**config.mk**
```make
export PLATFORM = sky130hd
export DESIGN_NAME = branch_direction_predictor
export DESIGN_NICKNAME = d
export VERILOG_FILES = /design/src/rtl/branch_direction_predictor.sv
export SDC_FILE = /design/constraint.sdc
export NUM_CORES = 1
export LEC_CHECK = 0
export CAP_MARGIN = 20
export CORE_MARGIN = 5
export CORE_UTILIZATION = 44
export DETAILED_ROUTE_END_ITERATION = 16
export PLACE_DENSITY = 0.78
export SLEW_MARGIN = 20
export SYNTH_ARGS = -nofsm -noshare
export SYNTH_HDL_FRONTEND = slang
export SYNTH_SLANG_ARGS = --single-unit
```
**constraint.sdc**
```tcl
create_clock -name clk -period 5.4 [get_ports clk]
set_clock_uncertainty 0.1 [all_clocks]
set_input_delay 1.08 -clock clk [delete_from_list [all_inputs] [get_ports clk]]
set_output_delay 1.08 -clock clk [all_outputs]
set_load 0.005 [all_outputs]
```
**src/rtl/branch_direction_predictor.sv**
```systemverilog
// Branch direction predictor: table of 2-bit saturating counters plus a speculative global history.
// Define BRANCH_PREDICTOR_GSHARE_EN to XOR the history into the table index; otherwise bimodal.
module branch_direction_predictor #(
  parameter int unsigned ADDR_WIDTH      = 32,
  parameter int unsigned PHT_INDEX_WIDTH = 6,
  parameter int unsigned HISTORY_WIDTH   = 4
) (
  input  logic                     clk,
  input  logic                     rst,
  input  logic                     fetchValid,
  input  logic [ADDR_WIDTH-1:0]    fetchPc,
  input  logic                     isBranch,
  input  logic                     stall,
  output logic                     isBranchTakenPredicted,
  output logic [HISTORY_WIDTH-1:0] globalBranchHistory,
  output logic                     predictorReady,
  input  logic                     updateValid,
  input  logic [ADDR_WIDTH-1:0]    updatePc,
  input  logic [HISTORY_WIDTH-1:0] updateHistory,
  input  logic                     updateTaken,
  input  logic                     updateMispredicted
);
  localparam int unsigned PhtEntries = 2 ** PHT_INDEX_WIDTH;

  localparam logic [0:0] StInit  = 1'b0;
  localparam logic [0:0] StReady = 1'b1;

  logic [0:0]                 state_q, state_d;
  logic [PHT_INDEX_WIDTH-1:0] sweep_q, sweep_d;
  logic [HISTORY_WIDTH-1:0]   ghr_q, ghr_d;
  logic [1:0]                 pht_q [PhtEntries];

  logic [PHT_INDEX_WIDTH-1:0] fetch_idx;
  logic [PHT_INDEX_WIDTH-1:0] update_idx;
  logic [PHT_INDEX_WIDTH-1:0] pht_waddr;
  logic [1:0]                 pht_wdata;
  logic [1:0]                 upd_ctr;
  logic                       pht_we;
  logic                       ready;
  logic                       unused_bits;

  assign ready = (state_q == StReady);

`ifdef BRANCH_PREDICTOR_GSHARE_EN
  assign fetch_idx  = fetchPc[PHT_INDEX_WIDTH+1:2] ^ PHT_INDEX_WIDTH'(ghr_q);
  assign update_idx = updatePc[PHT_INDEX_WIDTH+1:2] ^ PHT_INDEX_WIDTH'(updateHistory);
`else
  assign fetch_idx  = fetchPc[PHT_INDEX_WIDTH+1:2];
  assign update_idx = updatePc[PHT_INDEX_WIDTH+1:2];
`endif

  // Only the index bits of the PCs matter; the rest are intentionally ignored.
  assign unused_bits = ^{fetchPc, updatePc, updateHistory};

  // Lookup reads the registered table, so a same-cycle update is not visible yet.
  assign isBranchTakenPredicted = ready & pht_q[fetch_idx][1];
  assign globalBranchHistory    = ghr_q;
  assign predictorReady         = ready;
  assign upd_ctr                = pht_q[update_idx];

  always_comb begin
    state_d   = state_q;
    sweep_d   = sweep_q;
    ghr_d     = ghr_q;
    pht_we    = 1'b0;
    pht_waddr = sweep_q;
    pht_wdata = 2'b01;
    if (state_q == StInit) begin
      pht_we  = 1'b1;
      sweep_d = sweep_q + 1'b1;
      if (&sweep_q) begin
        state_d = StReady;
      end
    end else begin
      if (updateValid) begin
        pht_we    = 1'b1;
        pht_waddr = update_idx;
        if (updateTaken) begin
          pht_wdata = (upd_ctr == 2'b11) ? 2'b11 : upd_ctr + 2'd1;
        end else begin
          pht_wdata = (upd_ctr == 2'b00) ? 2'b00 : upd_ctr - 2'd1;
        end
      end
      // A mispredict repair wins and discards any same-cycle speculative shift.
      if (updateValid && updateMispredicted) begin
        ghr_d = {updateHistory[HISTORY_WIDTH-2:0], updateTaken};
      end else if (fetchValid && isBranch && !stall) begin
        ghr_d = {ghr_q[HISTORY_WIDTH-2:0], isBranchTakenPredicted};
      end
    end
  end

  always_ff @(posedge clk) begin
    if (rst) begin
      state_q <= StInit;
      sweep_q <= '0;
      ghr_q   <= '0;
    end else begin
      state_q <= state_d;
      sweep_q <= sweep_d;
      ghr_q   <= ghr_d;
    end
  end

  always_ff @(posedge clk) begin
    if (!rst && pht_we) begin
      pht_q[pht_waddr] <= pht_wdata;
    end
  end

endmodule

```
Word level (Yosys, flattened, before mapping)
Memories as Yosys holds them, arrays and structs flattened.
Index checks and enable logic that the tools add are counted.

word-level totals
  register bits after elaboration = 11
  bits in writable memories = 128
  bits of input ports = 76
  output and inout bits = 6
  memories = 1

cells by class
  add/sub/neg operators = 3
  eq/ne operators = 1
  multiplexer cells = 15
  bitwise operators = 1
  reduce and logical (&&, ||, !) cells = 10

memories
  name   words  width  read ports  clocked after Yosys merged registers in  write ports  RTL line  RTL
  pht_q  64     2      2           0                                        1            31        logic [1:0] pht_q [PhtEntries];

operators with widths
  operator             number
  $mux 6               2
  $mux 2               5
  $mux 4               2
  $add 6x1->6 const B  1
  $mux 1               6
  $reduce_and 6->1     1
  $logic_and 1x1->1    4
  $add 2x1->2 const B  1
  $eq 2x2->1 const B   1
  $logic_not 1->1      2
  $logic_not 2->1      1
  $reduce_and 2->1     1
  $reduce_bool 2->1    1
  $sub 2x1->2 const B  1
  $and 1x1->1          1

Logic depth before layout (Yosys ltp)
An unclocked memory read counts as a cell.

  depth after elaboration = 6
  mapped depth = 8

Worst setup path after synthesis
Ideal clock, no wire load.

  path type = input to register
  from = in updatePc[2]
  to = mem pht_q[0][0], data pin
  arrival = 4.610 ns
  data required time = 4.752 ns
  setup slack = 0.141 ns
  stages = 8
  path buffers = 2
  cell sequence = buf_2 -> buf_2 -> mux4_2 -> a22oi_1 -> o211ai_1 -> a211oi_1 -> o21ai_0 -> a21oi_1

between the ends
  word-level cells in the longest chain between the ends = 6
  elaborated cells between the ends (all ways) = 10

RTL lines
  what                                       RTL line  RTL
  start, declared                            18        input logic [ADDR_WIDTH-1:0] updatePc,
  $mem_v2 64x2 *                             --
  $sub 2x1->2, or another cell as far along  81        pht_wdata = (upd_ctr == 2'b00) ? 2'b00 : upd_ctr - 2'd1;
  $mux 2 (on tied branches)                  81, 79
  $mux 2 *                                   78        if (updateTaken) begin
  $mux 2 *                                   75        if (updateValid) begin
  $mux 2 *                                   68        if (state_q == StInit) begin
  net pht_wdata[0]                           36        logic [1:0] pht_wdata;
  end, declared                              31

Mark *: on every way through the listed nets, which the timed path passes. The rest lies on a longest branch.

Worst setup path in the final report
  from = in fetchPc[2]
  to = out isBranchTakenPredicted

between the ends
  word-level cells in the longest chain between the ends = 2

RTL lines
  what             RTL line  RTL
  start, declared  11        input logic [ADDR_WIDTH-1:0] fetchPc,
  $mem_v2 64x2     --
  $and 1x1->1      56        assign isBranchTakenPredicted = ready & pht_q[fetch_idx][1];
  end, declared    14        output logic isBranchTakenPredicted,

Every way passes these cells.

==> results.sh <==
export IMPL_netlist_area_mm2=0.00657
export IMPL_grt_setup_unrepaired="false"
export IMPL_synthXorXnorAreaFrac=0.00533
export IMPL_synthToLayoutAreaGrowth_pct=16.9
export IMPL_syn_inst=438
export IMPL_maxCapViolations=0
export IMPL_seq_area_mm2=0.00406
export IMPL_rrSetupSlack_ps=2630
export IMPL_reg2reg_depth=7
export IMPL_drt_initial_drc_count=432
export IMPL_nets=551
export IMPL_initial_core_util=0.450
export IMPL_hold_end="globalBranchHistory[3]"
export IMPL_worst_setup_path_end_kind="output pin"
export IMPL_synthSimpleGateAreaFrac=0.105
export IMPL_synth_enable_flop_cells=128
export IMPL_die_w_um=132
export IMPL_portBuffers=28
export IMPL_seq_area_frac_synth=0.619
export IMPL_yosys_warnings=0
export IMPL_io_pins=82
export IMPL_period_share=0.925
export IMPL_wl_per_cell_um=22.2
export IMPL_worst_slew_pin_slew_ps=1050
export IMPL_ctsRootBufferMaster="clkbuf_16"
export IMPL_worstPathRequired_ps=4220
export IMPL_antenna_found_initial=0
export IMPL_grt_pass1_wl_um=23200
export IMPL_p_per_area_mw_per_mm2=319
export IMPL_async_reset_ff_frac=0
export IMPL_reg2reg_from="pht_q[39][0]"
export IMPL_drive_gt1_frac=0.172
export IMPL_multi_input_area_mm2=0.00240
export IMPL_max_vdd_ir_drop_uv=246
export IMPL_drc=0
export IMPL_synthFlopType="edfxtp_1"
export IMPL_synth_fa_ha_area_frac=0.00190
export IMPL_hold_viol_final=0
export IMPL_crit_fanout=9
export IMPL_relSlewSlack=0.295
export IMPL_fill_cells=1141
export IMPL_mostFrequentLayoutCells="edfxtp_1, nor2_1, nand2_1, mux4_2, clkdlybuf4s50_1"
export IMPL_chipHeight_um=132
export IMPL_cts_tree="done"
export IMPL_fin_tns_setup_ps=0
export IMPL_dp_hpwl_um=10100
export IMPL_power_leakage_nw=2.64
export IMPL_period_needed_ps=5000
export IMPL_firstDrtPassIters=4
export IMPL_hp_class="register to register"
export IMPL_hold_depth=2
export IMPL_die_area_mm2=0.0175
export IMPL_setup_violations=0
export IMPL_grt_max_degree=49
export IMPL_synthMuxAreaShare=0.200
export IMPL_status="completed"
export IMPL_synth_ff_latch_count=139
export IMPL_min_from="globalBranchHistory[3]"
export IMPL_post_cts_buffers=0
export IMPL_synth_top_family_by_area="multiplexers"
export IMPL_syn_area_per_cell_um2=15.0
export IMPL_final_common_cell="edfxtp_1"
export IMPL_ctsHoldBuffers=0
export IMPL_rows=44
export IMPL_cts_resized=0
export IMPL_synth_nets=515
export IMPL_ant_nets=0
export IMPL_synth_distinct_cells=50
export IMPL_dr_total_vias=4091
export IMPL_drt_total_wl_um=14900
export IMPL_dpl_worst_slack_ps=408
export IMPL_n_antenna_cell=0
export IMPL_core_region_area_mm2=0.0146
export IMPL_finalWorstSetupSlack_ps=405
export IMPL_routabilityCongestion=0.915
export IMPL_globalRouteOverflowTotal=0
export IMPL_cts_buffer_depth=2
export IMPL_reg2reg_to="pht_q[16][1]"
export IMPL_track_usage=0.174
export IMPL_htreeDepth=4
export IMPL_crit_type="input port to output pin"
export IMPL_max_freq_mhz=200
export IMPL_cp_arrival_ps=3820
export IMPL_clock_latency_ps=420
export IMPL_cts_reportedPaths_clkPinSlew_ps=60
export IMPL_worstSetupStartpointType="input port"
export IMPL_grt_pass1_vias=4240
export IMPL_report_final_slew_viol_count=0
export IMPL_numCtsBuffers=17
export IMPL_via_per_inst=6.10
export IMPL_synth_compound_area_frac=0.0505
export IMPL_cts_sinks=139
-- power breakdown --
| part | switching [mW] | leakage, nW | total, mW | internal, mW |
|---|---|---|---|---|
| Combinational | 0.0791 | 0.957 | 0.146 | 0.0667 |
| Sequential | 0.00365 | 1.41 | 1.17 | 1.16 |
| Clock | 0.420 | 0.272 | 1.14 | 0.717 |
| Total | 0.503 | 2.64 | 2.45 | 1.95 |
-- synthesized netlist by cell type (all sizes together) (2+ instances only) --
cell type,n,area [um^2]
nand3,10,55.1
and2,2,12.5
or2,2,12.5
nand2,40,150
nor2,79,297
o21a,3,22.5
or3,3,18.8
nand2b,7,43.8
a31oi,2,12.5
clkbuf,12,45.0
a22oi,6,45.0
and3,3,18.8
nor2b,5,31.3
dfxtp,11,220
mux2i,11,110
o31ai,2,15.0
o22ai,2,12.5
a21oi,9,45.0
buf,11,71.3
o21ai,8,40.0
mux4,50,1180
inv,2,7.51
mux2,2,22.5
nand3b,4,30.0
a211oi,2,15.0
xor2,3,26.3
edfxtp,128,3840
a311oi,3,26.3
-- critical path, stage by stage --
cell and delay [ps]:
clkdlybuf4s50_1 460, buf_4 210, buf_4 230, mux4_1 570, mux2_2 280, o311ai_1 370
o41ai_2 160, clkdlybuf4s50_1 470
-- registers in the layout, indices dropped and copies added (netlist names) --
| name | flops |
|---|---|
| globalBranchHistory | 4 |
| sweep_q | 6 |
| pht_q | 128 |
| predictorReady | 1 |
-- per-layer routing --
layer / GRT usage / vias to the layer above / part of all wire
met2: 0.294 / 192 / 0.52
met1: 0.217 / 2057 / 0.38
li1: - / 1809 / -
met5: 0 / - / 0
met3: 0.0443 / 33 / 0.077
met4: 0.0617 / 0 / 0.024
-- stage by stage --
stage	util	cell area (um^2)	total power, mW	hold slack [ps]	std cells
detailed placement	0.487	7100	1.33	401	639
floorplan	-	6570	1.28	388	438
global placement	0.487	7100	1.33	386	639
CTS	0.527	7680	2.46	409	671
finish	0.527	7680	2.45	406	671
global route	0.527	7680	2.52	419	671
-- cell families (layout without fill, tap and decap cells) --
group | count (synthesis) | count (layout)
AOI/OAI and AO/OA | 47 | 47
buffers and inverters | 26 | 75
and+or+nand+nor | 158 | 158
xor gates and xnor gates | 4 | 4
muxes | 63 | 63
adders and majority gates | 1 | 1
DFF | 139 | 139
-- how the worst max path moves through the flow --
stage                            from                endpoint  slack [ps]  depth (start not counted)
after floorplan           updatePc[2]             pht_q[0][0]         140                          8
after global placement     fetchPc[2]  isBranchTakenPredicted         430                          8
after detailed placement   fetchPc[2]  isBranchTakenPredicted         410                          8
after CTS                  fetchPc[2]  isBranchTakenPredicted         400                          8
after global routing       fetchPc[2]  isBranchTakenPredicted         320                          8
final                      fetchPc[2]  isBranchTakenPredicted         400                          8
-- layout make-up --
| cell class | count | area share |
|---|---|---|
| clock buffers | 18 | 0.0559 |
| clock inverters | 14 | 0.0200 |
| inverters | 3 | 0.00147 |
| multi-input cells | 273 | 0.313 |
| flip-flops and latches | 139 | 0.529 |
| well taps | 184 | 0.0300 |
| repair buffers | 40 | 0.0508 |
No activity file was read; power rests on OpenSTA's default activity.
